--- config.mk ---
export PLATFORM = sky130hd
export DESIGN_NAME = dmem_port_arbiter_flat
export DESIGN_NICKNAME = d
export VERILOG_FILES = /design/src/rtl/dmem_port_arbiter_if.sv /design/src/rtl/dmem_port_arbiter.sv /design/src/flat_wrapper.sv
export SDC_FILE = /design/constraint.sdc
export NUM_CORES = 1
export LEC_CHECK = 0
export CORE_UTILIZATION = 30
export DETAILED_ROUTE_END_ITERATION = 8
export PLACE_DENSITY_LB_ADDON = 0.15
export SLEW_MARGIN = 5
export SYNTH_ARGS = -nofsm -noshare
export SYNTH_HDL_FRONTEND = slang
export SYNTH_SLANG_ARGS = --single-unit
--- constraint.sdc ---
create_clock -name clk -period 9.4 [get_ports clk]
set_clock_uncertainty 0.2 [all_clocks]
set_input_delay 1.88 -clock clk [delete_from_list [all_inputs] [get_ports clk]]
set_output_delay 1.88 -clock clk [all_outputs]
set_load 0.01 [all_outputs]
--- src/rtl/dmem_port_arbiter_if.sv ---
// Bundle of requester-side and memory-side signals around the data-memory arbiter.
// The slave modport is the arbiter's view; master is the surrounding system's view.
interface dmem_port_arbiter_if #(
    parameter int unsigned ADDR_W = 32,
    parameter int unsigned DATA_W = 32
);
    logic              p0_mem_read;
    logic              p0_mem_write;
    logic [ADDR_W-1:0] p0_addr;
    logic [DATA_W-1:0] p0_wdata;
    logic [1:0]        p0_store_type;
    logic [2:0]        p0_load_type;
    logic              p0_done;
    logic [DATA_W-1:0] p0_rdata;

    logic              p1_mem_read;
    logic              p1_mem_write;
    logic [ADDR_W-1:0] p1_addr;
    logic [DATA_W-1:0] p1_wdata;
    logic [1:0]        p1_store_type;
    logic [2:0]        p1_load_type;
    logic              p1_done;
    logic [DATA_W-1:0] p1_rdata;

    logic              stall_p0;

    logic              mem_read;
    logic              mem_write;
    logic [ADDR_W-1:0] mem_addr;
    logic [DATA_W-1:0] mem_wdata;
    logic [1:0]        mem_store_type;
    logic [2:0]        mem_load_type;
    logic [DATA_W-1:0] mem_rdata;

    modport slave (
        input  p0_mem_read, p0_mem_write, p0_addr, p0_wdata, p0_store_type, p0_load_type,
        input  p1_mem_read, p1_mem_write, p1_addr, p1_wdata, p1_store_type, p1_load_type,
        output p0_done, p0_rdata, p1_done, p1_rdata, stall_p0,
        output mem_read, mem_write, mem_addr, mem_wdata, mem_store_type, mem_load_type,
        input  mem_rdata
    );

    modport master (
        output p0_mem_read, p0_mem_write, p0_addr, p0_wdata, p0_store_type, p0_load_type,
        output p1_mem_read, p1_mem_write, p1_addr, p1_wdata, p1_store_type, p1_load_type,
        input  p0_done, p0_rdata, p1_done, p1_rdata, stall_p0,
        input  mem_read, mem_write, mem_addr, mem_wdata, mem_store_type, mem_load_type,
        output mem_rdata
    );
endinterface

--- src/rtl/dmem_port_arbiter.sv ---
// Two-port arbiter for the single data-memory port: port 0 is the MEM stage, port 1 is
// debug/DMA. One access at a time: latch winner, strobe once, wait out read latency,
// pulse done with registered read data.
module dmem_port_arbiter #(
    parameter int unsigned ADDR_W    = 32,
    parameter int unsigned DATA_W    = 32,
    parameter int unsigned READ_LAT  = 1,
    parameter bit          FIXED_PRI = 1'b0
) (
    input logic                clk,
    input logic                rst,
    dmem_port_arbiter_if.slave bus
);
    typedef enum logic [1:0] {StIdle, StIssue, StWait, StResp} state_e;

    // Last WAIT cycle count; unused when READ_LAT is 0 (ISSUE goes straight to RESP).
    localparam logic [2:0] CntLast = (READ_LAT == 0) ? 3'd0 : 3'(READ_LAT - 1);

    state_e            state_q, state_d;
    logic              p0_req, p1_req;
    logic              load_en, load_sel;
    logic              grant_q, last_grant_q, is_write_q;
    logic [ADDR_W-1:0] addr_q;
    logic [DATA_W-1:0] wdata_q;
    logic [1:0]        store_type_q;
    logic [2:0]        load_type_q;
    logic [2:0]        cnt_q;
    logic [DATA_W-1:0] rdata_q, rdata_d;
    logic              done0, done1;

    assign p0_req = bus.p0_mem_read | bus.p0_mem_write;
    assign p1_req = bus.p1_mem_read | bus.p1_mem_write;

    // State register
    always_ff @(posedge clk or posedge rst) begin
        if (rst) state_q <= StIdle;
        else     state_q <= state_d;
    end

    // Next state and grant selection
    always_comb begin
        state_d  = state_q;
        load_en  = 1'b0;
        load_sel = 1'b0;
        unique case (state_q)
            StIdle: begin
                if (p0_req || p1_req) begin
                    load_en = 1'b1;
                    state_d = StIssue;
                    if (p0_req && p1_req) load_sel = FIXED_PRI ? 1'b0 : ~last_grant_q;
                    else                  load_sel = p1_req;
                end
            end
            StIssue: begin
                if (is_write_q || READ_LAT == 0) state_d = StResp;
                else                             state_d = StWait;
            end
            StWait: begin
                if (cnt_q == CntLast) state_d = StResp;
            end
            StResp: begin
                // The finishing port still holds its request this cycle, so only the
                // other port can be picked up without an IDLE bubble.
                if (grant_q ? p0_req : p1_req) begin
                    load_en  = 1'b1;
                    load_sel = ~grant_q;
                    state_d  = StIssue;
                end else begin
                    state_d = StIdle;
                end
            end
            default: state_d = StIdle;
        endcase
    end

    // Latch the winning request's fields at grant; ignored afterwards
    always_ff @(posedge clk or posedge rst) begin
        if (rst) begin
            grant_q      <= 1'b0;
            is_write_q   <= 1'b0;
            addr_q       <= '0;
            wdata_q      <= '0;
            store_type_q <= '0;
            load_type_q  <= '0;
        end else if (load_en) begin
            grant_q      <= load_sel;
            // Write wins when both read and write are set.
            is_write_q   <= load_sel ? bus.p1_mem_write  : bus.p0_mem_write;
            addr_q       <= load_sel ? bus.p1_addr       : bus.p0_addr;
            wdata_q      <= load_sel ? bus.p1_wdata      : bus.p0_wdata;
            store_type_q <= load_sel ? bus.p1_store_type : bus.p0_store_type;
            load_type_q  <= load_sel ? bus.p1_load_type  : bus.p0_load_type;
        end
    end

    // Pick the cycle in which mem_rdata is valid for the outstanding load
    always_comb begin
        rdata_d = rdata_q;
        if (state_q == StIssue) begin
            if (is_write_q)         rdata_d = '0;
            else if (READ_LAT == 0) rdata_d = bus.mem_rdata;
        end else if (state_q == StWait && cnt_q == CntLast) begin
            rdata_d = bus.mem_rdata;
        end
    end

    // Latency counter, captured read data and round-robin history
    always_ff @(posedge clk or posedge rst) begin
        if (rst) begin
            cnt_q        <= '0;
            rdata_q      <= '0;
            last_grant_q <= 1'b1;
        end else begin
            if (state_q == StIssue)     cnt_q <= '0;
            else if (state_q == StWait) cnt_q <= cnt_q + 3'd1;
            rdata_q <= rdata_d;
            if (state_q == StResp) last_grant_q <= grant_q;
        end
    end

    // Memory strobes, completion pulses and pipeline stall
    always_comb begin
        done0              = (state_q == StResp) && !grant_q;
        done1              = (state_q == StResp) && grant_q;
        bus.p0_done        = done0;
        bus.p1_done        = done1;
        bus.p0_rdata       = done0 ? rdata_q : '0;
        bus.p1_rdata       = done1 ? rdata_q : '0;
        // Held low during reset so every output reads 0 while rst is asserted.
        bus.stall_p0       = p0_req && !done0 && !rst;
        bus.mem_read       = (state_q == StIssue) && !is_write_q;
        bus.mem_write      = (state_q == StIssue) && is_write_q;
        bus.mem_addr       = addr_q;
        bus.mem_wdata      = wdata_q;
        bus.mem_store_type = store_type_q;
        bus.mem_load_type  = load_type_q;
    end
endmodule

--- src/flat_wrapper.sv ---
// flat-port wrapper written by rule: the top's interface ports become plain ports
module dmem_port_arbiter_flat 
#(
    parameter int unsigned ADDR_W    = 32,
    parameter int unsigned DATA_W    = 32,
    parameter int unsigned READ_LAT  = 1,
    parameter bit          FIXED_PRI = 1'b0
)
  (clk, rst, bus_p0_mem_read, bus_p0_mem_write, bus_p0_addr, bus_p0_wdata, bus_p0_store_type, bus_p0_load_type, bus_p1_mem_read, bus_p1_mem_write, bus_p1_addr, bus_p1_wdata, bus_p1_store_type, bus_p1_load_type, bus_p0_done, bus_p0_rdata, bus_p1_done, bus_p1_rdata, bus_stall_p0, bus_mem_read, bus_mem_write, bus_mem_addr, bus_mem_wdata, bus_mem_store_type, bus_mem_load_type, bus_mem_rdata);
  dmem_port_arbiter_if #(.ADDR_W(ADDR_W), .DATA_W(DATA_W)) bus_i ();
  input logic clk;
  input logic rst;
  input wire logic [$bits(bus_i.p0_mem_read)-1:0] bus_p0_mem_read;
  input wire logic [$bits(bus_i.p0_mem_write)-1:0] bus_p0_mem_write;
  input wire logic [$bits(bus_i.p0_addr)-1:0] bus_p0_addr;
  input wire logic [$bits(bus_i.p0_wdata)-1:0] bus_p0_wdata;
  input wire logic [$bits(bus_i.p0_store_type)-1:0] bus_p0_store_type;
  input wire logic [$bits(bus_i.p0_load_type)-1:0] bus_p0_load_type;
  input wire logic [$bits(bus_i.p1_mem_read)-1:0] bus_p1_mem_read;
  input wire logic [$bits(bus_i.p1_mem_write)-1:0] bus_p1_mem_write;
  input wire logic [$bits(bus_i.p1_addr)-1:0] bus_p1_addr;
  input wire logic [$bits(bus_i.p1_wdata)-1:0] bus_p1_wdata;
  input wire logic [$bits(bus_i.p1_store_type)-1:0] bus_p1_store_type;
  input wire logic [$bits(bus_i.p1_load_type)-1:0] bus_p1_load_type;
  output wire logic [$bits(bus_i.p0_done)-1:0] bus_p0_done;
  output wire logic [$bits(bus_i.p0_rdata)-1:0] bus_p0_rdata;
  output wire logic [$bits(bus_i.p1_done)-1:0] bus_p1_done;
  output wire logic [$bits(bus_i.p1_rdata)-1:0] bus_p1_rdata;
  output wire logic [$bits(bus_i.stall_p0)-1:0] bus_stall_p0;
  output wire logic [$bits(bus_i.mem_read)-1:0] bus_mem_read;
  output wire logic [$bits(bus_i.mem_write)-1:0] bus_mem_write;
  output wire logic [$bits(bus_i.mem_addr)-1:0] bus_mem_addr;
  output wire logic [$bits(bus_i.mem_wdata)-1:0] bus_mem_wdata;
  output wire logic [$bits(bus_i.mem_store_type)-1:0] bus_mem_store_type;
  output wire logic [$bits(bus_i.mem_load_type)-1:0] bus_mem_load_type;
  input wire logic [$bits(bus_i.mem_rdata)-1:0] bus_mem_rdata;
  assign bus_i.p0_mem_read = bus_p0_mem_read;
  assign bus_i.p0_mem_write = bus_p0_mem_write;
  assign bus_i.p0_addr = bus_p0_addr;
  assign bus_i.p0_wdata = bus_p0_wdata;
  assign bus_i.p0_store_type = bus_p0_store_type;
  assign bus_i.p0_load_type = bus_p0_load_type;
  assign bus_i.p1_mem_read = bus_p1_mem_read;
  assign bus_i.p1_mem_write = bus_p1_mem_write;
  assign bus_i.p1_addr = bus_p1_addr;
  assign bus_i.p1_wdata = bus_p1_wdata;
  assign bus_i.p1_store_type = bus_p1_store_type;
  assign bus_i.p1_load_type = bus_p1_load_type;
  assign bus_p0_done = bus_i.p0_done;
  assign bus_p0_rdata = bus_i.p0_rdata;
  assign bus_p1_done = bus_i.p1_done;
  assign bus_p1_rdata = bus_i.p1_rdata;
  assign bus_stall_p0 = bus_i.stall_p0;
  assign bus_mem_read = bus_i.mem_read;
  assign bus_mem_write = bus_i.mem_write;
  assign bus_mem_addr = bus_i.mem_addr;
  assign bus_mem_wdata = bus_i.mem_wdata;
  assign bus_mem_store_type = bus_i.mem_store_type;
  assign bus_mem_load_type = bus_i.mem_load_type;
  assign bus_i.mem_rdata = bus_mem_rdata;
  dmem_port_arbiter #(.ADDR_W(ADDR_W), .DATA_W(DATA_W), .READ_LAT(READ_LAT), .FIXED_PRI(FIXED_PRI)) u_core (.clk(clk), .rst(rst), .bus(bus_i));
endmodule
==> impl_metrics.ini, run 1 <==
[outcome]
status = finished, violations left
violations = DRC

[grt]
gr-usage-all-layers_pct = 18.0
antenna_found_initial = 0
grt_max_degree = 76
gr-total-overflow = 0
grt_first_pass_wirelength_um = 27200
grt_pass1_vias = 4916

[logic_synthesis]
synth_top_area_share_pct = 48.0
seq_area_frac_synth_pct = 48.5
syn_nets = 677
synthesis.area_um2 = 5630
synth.distinct_cells = 33
synth_cells = 494
ys_warn_count = 0
yosys-top-cells-area = dfrtp_1, mux2_2, nand2_1
syn_area_per_cell_um2 = 11.4
yosysTopAreaCell = dfrtp_1
synth-seq-cells = 109

[die]
dieArea_um2 = 19300
die_height_um = 139
ioPinCount = 314
rows = 49
die_width_um = 139
core_area_um2 = 18200
start_util_pct = 30.9

[timing]
slew_viol_final = 0
fin_tns_setup_ns = 0
fin_crit_sh_pct = 56.8
period_needed_ns = 5.34
finalHoldViolations = 0
worst_pin_slew_ns = 1.13
setup_viol = 0
fmax_mhz = 187
slew_headroom_pct = 24.7
rsz0062_at_grt = false

[cts]
hold_buffers = 0
post_cts_buffers = 0
numCtsBuffers = 9
clock-sinks = 109
cts_tree = yes
path_clk_slew_ns = 0.07
htreeDepth = 3
root_buffer = clkbuf_16
cts_resized = 0
worstSkewPairLatency_ns = 0.34
cts_buffer_depth = 2

[pwr]
total_power_uw = 2710
ir_drop_mv = 0.156
p_leak_uw = 0.00378
power.density_nw_per_um2 = 295

[routing]
met2WireLength_um = 8790
viasPerCell = 4.61
vias = 4719
drt_iter0_drc = 222
wl_met1_um = 6830
wl_per_cell_um = 16.8
dr.pass1.iters = 7
postRouteAntennaNets = 0
drc_errors = 25
wirelength_um = 17200
wl_met3_um = 1470
routed.top_layer = met4

[layout]
diodes = 0
syn2layout_area_growth_pct = 63.0
fillers = 1621
layout-drive-gt1-share_pct = 19.1
nNetsFinal = 972

[critical_path]
worstPathBufferInverterCount = 2
critical-path-top-delay-family = buffers and inverters
crit_path_frequent_cell = clkdlybuf4s50_1
crit_chain = clkdlybuf4s50_1 > nor2_1 > nor3_1 > clkdlybuf4s50_1
cp-end-kind = output port
cpPeakStageDelay_ns = 0.57
worstPathArrival_ns = 3.26
cp_slowest_cell = clkdlybuf4s50_1
cp-start-kind = input port
required_ns = 7.32
crit_path_max_fanout = 4
path_class = in2out

[min_path]
hold_path.class = reg2reg

[flow_run]
maxCapViolations = 0

[placed_design]
dp_hpwl_um = 12900
io_buffers = 313
gp_congestion = 0.781
## power by group
group / leakage (µW) / switching [µW] / internal (µW)
registers: 0.00134 / 139 / 704
clock network: 0.000127 / 168 / 180
logic: 0.00232 / 653 / 868
total: 0.00378 / 959 / 1750
## cell usage in the layout, fill, tap and decap left out, types with 2 or more instances in the layout
master,synthesis,final
inv_1,10,9
nor3_1,2,2
mux2_1,13,13
and2_1,32,32
dfrtp_1,108,108
buf_4,2,4
clkinv_2,0,2
clkbuf_1,19,3
clkbuf_16,0,9
clkdlybuf4s50_1,0,313
ha_1,7,7
and3_1,32,32
o22ai_1,3,3
o21ai_0,37,37
nor2_1,3,3
mux2_2,127,127
nand2_1,70,70
## metrics by stage
stage / instance area (µm²) / hold WS, ns / setup slack (ns) / utilization (%) / cells
3_5_place_dp: 8920 / 0.282 / 4.07 / 49.0 / 1007
2_1_floorplan: 5630 / 0.248 / 4.45 / - / 494
6_report: 9180 / 0.293 / 4.06 / 50.4 / 1023
4_1_cts: 9180 / 0.295 / 4.05 / 50.4 / 1023
3_3_place_gp: 8920 / 0.270 / 4.06 / 49.0 / 1007
5_1_grt: 9180 / 0.324 / 3.92 / 50.4 / 1023
## final timing paths
path / slack (ns) / from / cells after the start / end
worst max register to register: 5.13 / u_core.state_q[0] / 7 / u_core.bus.mem_addr[15]
worst min-delay path: 0.29 / u_core.last_grant_q / 2 / u_core.last_grant_q
min in group asynchronous: 1.73 / rst / 2 / u_core.bus.mem_addr[3]
worst min register to register: 0.29 / u_core.last_grant_q / 2 / u_core.last_grant_q
max in group asynchronous: 5.95 / rst / 3 / u_core.bus.mem_wdata[7]
worst max-delay path: 4.06 / bus_p0_mem_write / 4 / bus_stall_p0
## metal layers
| layer | up-vias | global-route usage (%) |
|---|---|---|
| li1 | 2283 | - |
| met1 | 2244 | 21.2 |
| met2 | 186 | 31.7 |
| met3 | 6 | 5.73 |
| met4 | 0 | 4.33 |
| met5 | - | 0 |
## cell families after synthesis
family          Yosys count  synth area share (%)
flops                   109                  48.5
simple gates            146                  13.1
compound gates           47                  4.80
fa+ha+maj                 7                  1.56
buf+inv                  44                  3.89
mux                     141                  28.2
## synth_stat cells
library cell  count
ha_1              7
or3b_4            1
nor3b_1           1
buf_4             2
a21oi_1           1
dfstp_2           1
a31oi_1           1
o22ai_1           3
nand2b_2          1
or2b_1            1
o21ai_0          37
and3_1           32
buf_2             7
nor2b_1           1
a21oi_2           1
nor2_1            3
inv_2             1
a32oi_1           1
buf_6             5
mux2i_1           1
and2_1           32
nand2_1          70
mux2_1           13
clkbuf_1         19
a31oi_4           1
a21o_1            1
o221ai_1          1
dfrtp_1         108
inv_1            10
nor3_1            2
mux2_2          127
nand2b_1          1
nand3b_1          1
## worst register-to-register path, delay by kind of cell (launching register included)
kind,cells,cell delay [ns]
buf+inv,2,1.08
fa+ha+maj,1,0.93
compound gates,2,0.87
mux,1,0.44
flops,1,0.39
simple gates,1,0.26
## cell type report
cell class,count,area [µm²],area share (%)
multi-input cells,341,2700,29.4
well taps,229,287,3.12
repair buffers,317,3160,34.5
flip-flops and latches,109,2730,29.7
inverters,11,43.8,0.477
clock inverters,4,26.3,0.286
clock buffers,12,236,2.58
## state kept, by name (all words and copies together), names as in the netlist
signal	cells
u_core.bus.mem_addr	32
u_core.bus.mem_wdata	32
u_core.rdata_q	32
u_core.bus.mem_load_type	3
u_core.cnt_q	3
u_core.bus.mem_store_type	2
u_core.state_q	2
u_core.grant_q	1
u_core.is_write_q	1
u_core.last_grant_q	1
Power figures use the tool's default switching activity.
==> inputs of run 2 (changes only) <==
==> constraint.sdc (replaced) <==
create_clock -name clk -period 5.4 [get_ports clk]
set_clock_uncertainty 0.2 [all_clocks]
set_input_delay 1.08 -clock clk [delete_from_list [all_inputs] [get_ports clk]]
set_output_delay 1.08 -clock clk [all_outputs]
set_load 0.01 [all_outputs]
==> impl_metrics.ini, run 2 (synthesis results as in run 1) <==
[grt]
grt_max_degree = 76
grt_first_pass_wirelength_um = 27100
antenna_found_initial = 1
gr-total-overflow = 0
grt_pass1_vias = 4839
gr-usage-all-layers_pct = 18.1

[routing]
dr.pass1.iters = 7
drc_errors = 26
postRouteAntennaNets = 0
wl_per_cell_um = 16.9
viasPerCell = 4.61
drt_iter0_drc = 201
wirelength_um = 17300
vias = 4726

[timing]
fmax_mhz = 245
period_needed_ns = 4.08
whs_ns = 0.293
finalHoldViolations = 0
rsz0062_at_grt = false
fin_crit_sh_pct = 75.6
slew_headroom_pct = 26.5
setup_viol = 0
fin_tns_setup_ns = 0
slew_viol_final = 0
worst_pin_slew_ns = 1.10

[die]
die_height_um = 139
rows = 49
die_width_um = 139
start_util_pct = 30.9
core_area_um2 = 18200
ioPinCount = 314
dieArea_um2 = 19300

[cts]
worstSkewPairLatency_ns = 0.34
cts_buffer_depth = 2
cts_resized = 0
htreeDepth = 3
post_cts_buffers = 0
cts_tree = yes
path_clk_slew_ns = 0.07
numCtsBuffers = 9
clock-sinks = 109
root_buffer = clkbuf_16
hold_buffers = 0

[critical_path]
startpoint = u_core.state_q[1]
crit_path_frequent_cell = inv_1
timing.rr.end = u_core.bus.mem_load_type[2]
rr_worst_depth = 6
crit_path_max_fanout = 33
path_class = reg2out
endpoint = bus_mem_write
cp_slowest_cell = nand2_1
reg2reg_from = u_core.grant_q
cp-end-kind = output port
cpPeakStageDelay_ns = 0.69
crit_chain = inv_1 > ha_1 > nand2_1 > inv_1 > clkdlybuf4s50_1
required_ns = 4.12
cp-start-kind = register
worstPathArrival_ns = 2.80
r2r_setup_slack_ns = 1.64

[layout]
nNetsFinal = 973
syn2layout_area_growth_pct = 64.4
final_util_pct = 50.8
final_common_cell = clkdlybuf4s50_1
fin_cells = 1025
layout_common_cells = clkdlybuf4s50_1, mux2_2, dfrtp_1
layout-drive-gt1-share_pct = 19.5

[outcome]
violations = DRC
status = finished, violations left

[flow_run]
maxCapViolations = 0

[placed_design]
dp_hpwl_um = 13100
io_buffers = 313
dpl.cell_count = 1008
gp_congestion = 0.782

[pwr]
ir_drop_mv = 0.215
p_leak_uw = 0.00381
total_power_uw = 4820
power.density_nw_per_um2 = 521

[min_path]
hold_path.class = reg2reg
-- run 2: cell types whose count changed in the layout (fill, tap and decap cells not counted) --
cell / previous run / this run
clkinv_4: 1 / 2
diode_2: 0 / 1
clkinv_2: 2 / 1
buf_12: 0 / 2
clkbuf_1: 3 / 1
clkbuf_8: 0 / 1
buf_4: 4 / 3
bufinv_16: 0 / 1
-- run 2: worst min-delay path by stage --
stage,to,start,slack (ns),depth (start not counted)
after floorplan,u_core.cnt_q[2],u_core.cnt_q[2],0.25,1
after global placement,u_core.cnt_q[2],u_core.cnt_q[2],0.27,1
after detailed placement,u_core.last_grant_q,u_core.last_grant_q,0.29,2
after CTS,u_core.cnt_q[2],u_core.cnt_q[2],0.30,1
after global routing,u_core.bus.mem_addr[22],u_core.bus.mem_addr[22],0.32,1
final,u_core.cnt_q[2],u_core.cnt_q[2],0.29,1
-- run 2: metal layers --
layer / GRT usage, % / vias up / wire, µm
met2: 31.9 / 193 / 8740
met3: 5.42 / 15 / 1580
met5: 0 / - / 0
li1: - / 2297 / -
met1: 20.8 / 2221 / 6760
met4: 6.26 / 0 / 236
-- run 2: stage by stage --
stage | worst slack [ns] | area, µm²
6_report | 1.32 | 9260
5_1_grt | 1.04 | 9260
4_1_cts | 1.21 | 9250
3_5_place_dp | 1.36 | 8950
3_3_place_gp | 1.46 | 8950
2_1_floorplan | 1.25 | 5630
-- run 2: critical path: cells and delay by family (launching register included) --
kind                       cells  cell delay, ns
buffers and inverters          3            1.05
DFF                            1            0.41
adders and majority gates      1            0.31
and+or+nand+nor                1            0.69
-- run 2: layout make-up --
class	count	area (µm²)
inverter	11	43.8
timing repair buffer	318	3200
fill	1638	8950
clock buffer	11	243
clock inverter	5	60.1
antenna	1	2.50
tap	229	287
multi-input combinational	341	2700
sequential	109	2730
-- run 2: where the power goes --
group,total (µW),internal [µW],switching [µW]
Sequential,1460,1230,238
Combinational,2690,1540,1150
Clock,670,374,297
Total,4820,3140,1680
